`src/rtl/alu_op_sequencer.sv`:
```
// Shared 8-bit bitwise/shift ALU controller: round-robin arbitration between two
// requesters, single-cycle logic ops, one-bit-per-cycle shifts, valid/ready result port.
module alu_op_sequencer #(
  parameter int DATA_W = 8
) (
  input  logic              clk,
  input  logic              rst,
  input  logic              req0_valid,
  output logic              req0_ready,
  input  logic [2:0]        req0_op,
  input  logic [DATA_W-1:0] req0_a,
  input  logic [DATA_W-1:0] req0_b,
  input  logic              req1_valid,
  output logic              req1_ready,
  input  logic [2:0]        req1_op,
  input  logic [DATA_W-1:0] req1_a,
  input  logic [DATA_W-1:0] req1_b,
  output logic              res_valid,
  input  logic              res_ready,
  output logic [DATA_W-1:0] res_data,
  output logic              res_id,
  output logic              res_zero
);

  localparam int SH_W = $clog2(DATA_W);

  typedef enum logic [1:0] {IDLE, SHIFT, DONE} state_t;

  state_t            state;
  logic              last_id;
  logic [SH_W-1:0]   count;
  logic [2:0]        op_q;

  logic              grant_vld;
  logic              grant_id;
  logic [2:0]        acc_op;
  logic [DATA_W-1:0] acc_a;
  logic [DATA_W-1:0] acc_b;
  logic [SH_W-1:0]   acc_n;

  function automatic logic is_shift(input logic [2:0] op);
    return op[2] && (op != 3'b111);
  endfunction

  function automatic logic [DATA_W-1:0] logic_result(input logic [2:0] op,
                                                      input logic [DATA_W-1:0] a,
                                                      input logic [DATA_W-1:0] b);
    case (op)
      3'b000:  return a | b;
      3'b001:  return a & b;
      3'b010:  return a ^ b;
      3'b011:  return ~(a | b);
      default: return a;
    endcase
  endfunction

  function automatic logic [DATA_W-1:0] shift_step(input logic [2:0] op,
                                                    input logic [DATA_W-1:0] v);
    case (op)
      3'b100:  return {v[DATA_W-2:0], 1'b0};
      3'b101:  return {1'b0, v[DATA_W-1:1]};
      default: return {v[DATA_W-2:0], v[DATA_W-1]};
    endcase
  endfunction

  // On a tie the requester not served last wins; a lone requester always wins.
  always_comb begin
    grant_vld  = req0_valid | req1_valid;
    grant_id   = (req0_valid && req1_valid) ? ~last_id : req1_valid;
    acc_op     = grant_id ? req1_op : req0_op;
    acc_a      = grant_id ? req1_a  : req0_a;
    acc_b      = grant_id ? req1_b  : req0_b;
    acc_n      = acc_b[SH_W-1:0];
    req0_ready = (state == IDLE) && grant_vld && !grant_id && !rst;
    req1_ready = (state == IDLE) && grant_vld &&  grant_id && !rst;
  end

  assign res_zero = (res_data == '0);

  always_ff @(posedge clk) begin
    if (rst) begin
      state     <= IDLE;
      res_valid <= 1'b0;
      res_data  <= '0;
      res_id    <= 1'b0;
      last_id   <= 1'b1;
      count     <= '0;
      op_q      <= 3'b000;
    end else begin
      case (state)
        IDLE: begin
          if (grant_vld) begin
            op_q    <= acc_op;
            res_id  <= grant_id;
            last_id <= grant_id;
            if (is_shift(acc_op) && (acc_n != '0)) begin
              res_data <= acc_a;
              count    <= acc_n;
              state    <= SHIFT;
            end else begin
              res_data  <= is_shift(acc_op) ? acc_a : logic_result(acc_op, acc_a, acc_b);
              res_valid <= 1'b1;
              state     <= DONE;
            end
          end
        end
        // res_data doubles as the shift register while iterating.
        SHIFT: begin
          res_data <= shift_step(op_q, res_data);
          count    <= count - SH_W'(1);
          if (count == SH_W'(1)) begin
            res_valid <= 1'b1;
            state     <= DONE;
          end
        end
        DONE: begin
          if (res_ready) begin
            res_valid <= 1'b0;
            state     <= IDLE;
          end
        end
        default: state <= IDLE;
      endcase
    end
  end

endmodule

```
`config.mk`:
```
export PLATFORM = sky130hd
export DESIGN_NAME = alu_op_sequencer
export DESIGN_NICKNAME = d
export VERILOG_FILES = /design/src/rtl/alu_op_sequencer.sv
export SDC_FILE = /design/constraint.sdc
export NUM_CORES = 1
export LEC_CHECK = 0
export BUFFER_PORTS_ARGS = -buffer_cell sky130_fd_sc_hd__buf_2
export CAP_MARGIN = 20
export CORE_MARGIN = 2
export CORE_UTILIZATION = 53
export DETAILED_ROUTE_END_ITERATION = 8
export PLACE_DENSITY_LB_ADDON = 0.08
export SETUP_SLACK_MARGIN = 0.1
export SLEW_MARGIN = 0
export SYNTH_ARGS = -nofsm -noshare
export SYNTH_HDL_FRONTEND = slang
export SYNTH_SLANG_ARGS = --single-unit
```
`constraint.sdc`:
```
create_clock -name clk -period 3.5 [get_ports clk]
set_input_delay 0.35 -clock clk [delete_from_list [all_inputs] [get_ports clk]]
set_output_delay 0.35 -clock clk [all_outputs]
set_load 0.1 [all_outputs]
```
==> impl_metrics.csv <==
group,metric,value,unit
synth,yosys_register_bits,19,
final_layout,final_net_count,373,
drt,dr.pass1.iters,4,
die,start_util,54.9,%
clock_tree,clk_pin_slew,0.08,ns
synth,synthDominantCellAreaShare,18.9,%
setup_path,cp.arrival,2.61,ns
place,hpwlAfterDp,4.23,mm
global_route,grt_max_degree,28,
setup_path,crit_chain,"a21bo_2, nand2_1, and2_1, ha_1, and3_1, nor3_1, o2111ai_1, a221oi_1, a211oi_1",
timing,timing.setup.tns,0,ns
synth,synth_common_cells,"nand2_1 (38), mux2i_1 (24), inv_1 (23), dfxtp_1 (19), nor2_1 (15)",
drt,drtIter0Drc,196,
setup_path,cp_num_buf_inv,0,
power_and_ir_drop,power.total,0.986,mW
synth,synth_nets,325,
synth,syn_inst,270,
synth,ys_seq_area_share,18.9,%
power_and_ir_drop,leakage,1.16,nW
timing,tightest_slew,0.775,ns
hold_path,hold_path.class,"in -> reg",
global_route,grt_pass1_vias,1983,
clock_tree,cts_buffers,3,
drt,wl_per_cell,15.0,µm
synth,yosys_warnings,0,
final_layout,fillers,359,
global_route,antenna_found_initial,0,
drt,routed_wl,5.49,mm
clock_tree,htreeDepth,1,
drt,ant_nets,0,
die,dieArea,4300,µm²
final_layout,diodes,0,
timing,finalHoldViolCount,0,
drt,vias,2150,
clock_tree,cts_sinks,19,
timing,slew_violations,0,
timing,fin_worst_skew,0.00629,ns
setup_path,path_class,"reg -> reg",
setup_path,cp-end-kind,"flop",
synth,syn-cell-area,2010,µm²
synth,syn_avg_cell_area,7.44,µm²
clock_tree,clockBufferDepth,2,
setup_path,critPathTopFamily,"compound AO/OA/AOI/OAI gates",
final_layout,drive_above_1_share,23.0,%
clock_tree,postCtsSetupRepairBufs,0,
setup_path,cp_max_fo,27,
synth,synthArstFlopShare,0,%
die,die_w,65.6,µm
synth,synth_ff_type,"dfxtp_1",
synth,synth_edf_count,0,
clock_tree,hold_buffers,0,
place,port_buffers,55,
timing,timing.final.crit_share,70.7,%
timing,timing.fmax,404,MHz
setup_path,required,3.64,ns
place,place.gp.congestion,0.833,
timing,rsz0062_at_grt,"false",
global_route,grt_pass1_wl,9.30,mm
synth,yosysTopAreaCell,"dfxtp_1",
flow_run,drv_cap,0,
final_layout,syn_to_final_growth,17.2,%
setup_path,cp_slowest_stage_delay,0.52,ns
die,coreArea,3660,µm²
clock_tree,clockRootBuffer,"clkbuf_8",
power_and_ir_drop,powerDensity,419,nW/µm²
clock_tree,clk_latency,0.26,ns
run_status,status,"finished clean",
global_route,overflow,0,
timing,period_needed,2.47,ns
synth,synth_area_leaders,"dfxtp_1 (19%), mux2i_1 (12%), ha_1 (7.5%), nand2_1 (7.1%), inv_1 (4.3%)",
drt,routed_via_density,5.89,
setup_path,worst_setup_path_start_kind,"flop",
drt,remaining_drc_errors,0,
die,rows,22,
clock_tree,cts_tree,"built",
global_route,grt_usage,27.6,%
timing,relSlewSlack,46.8,%
die,pin_count,56,
die,die_h,65.6,µm
timing,finalSetupViolCount,0,
power_and_ir_drop,max-vdd-ir-drop,315,µV
synth,synthMostInstantiatedCell,"nand2_1",
clock_tree,cts_resized,0,
setup_path,cp_slowest_cell,"a21bo_2",
synth,ys_types,49,
==> tightest hold or removal path: stages <==
cell and delay [ns]:
buf_2 0.08, or3_1 0.09, a211oi_1 0.06
==> layer usage <==
| metal | up-vias | wire length, µm | track usage, % |
|---|---|---|---|
| met5 | - | 0 | 0 |
| met4 | 0 | 10 | 3.65 |
| met3 | 2 | 293 | 4.62 |
| met2 | 67 | 2730 | 49.5 |
| met1 | 991 | 2460 | 35.3 |
| li1 | 1090 | - | - |
==> power breakdown <==
group / internal (mW) / leakage, nW / total [mW] / switching (mW)
logic: 0.164 / 0.980 / 0.540 / 0.376
clock network: 0.0792 / 0.0255 / 0.155 / 0.0758
registers: 0.251 / 0.157 / 0.291 / 0.0401
total: 0.494 / 1.16 / 0.986 / 0.492
==> logic make-up after synthesis <==
family / synth area share, %
flip-flops: 18.9
multiplexers: 17.0
AND/OR/NAND/NOR: 23.9
AO/OA/AOI/OAI: 25.2
buffers and inverters: 7.47
adder cells (fa/ha/maj): 7.47
==> sequential cells by signal (all words and copies together), names as in the netlist <==
signal     cells
last_id        1
res_id         1
count          3
state          2
op_q           3
res_data       8
res_valid      1
==> final timing paths <==
kind	cells past startpoint	slack, ns	start	endpoint
worst max register to register	9	1.03	last_id	res_data[7]
worst min-delay path	3	0.39	res_ready	state[1]
worst min register to register	2	0.48	res_valid	res_valid
worst max-delay path	9	1.03	last_id	res_data[7]
==> layout make-up <==
class	count	area, µm²	share of cell area, %
Tap cell	48	60.1	2.55
Inverter	23	86.3	3.67
Sequential cell	19	380	16.2
Clock inverter	1	5.00	0.213
Clock buffer	3	41.3	1.75
Multi-Input combinational cell	213	1480	63.0
Timing Repair Buffer	58	298	12.6
==> cell usage in the layout (no fill, tap or decap), drive strengths merged, types with 4 or more instances in the layout <==
cell / instances
nand2: 38
o21ai: 13
dfxtp: 19
nand2b: 4
nand3: 5
o211ai: 5
a211oi: 9
buf: 58
ha: 12
mux2i: 24
or4: 4
nor3: 10
a21oi: 14
inv: 23
nor2: 15
and3: 8
mux2: 5
==> stage by stage <==
step / util, % / instance area [µm²] / instances / worst slack (ns) / hold WS (ns)
floorplan: - / 2010 / 270 / 0.575 / 0.452
global placement: 63.1 / 2310 / 361 / 0.941 / 0.464
detailed placement: 63.1 / 2310 / 361 / 0.921 / 0.470
CTS: 64.3 / 2350 / 365 / 1.04 / 0.379
global route: 64.3 / 2350 / 365 / 0.849 / 0.396
finish: 64.3 / 2350 / 365 / 1.03 / 0.388
Note: power is estimated with default switching activity, not from simulation.
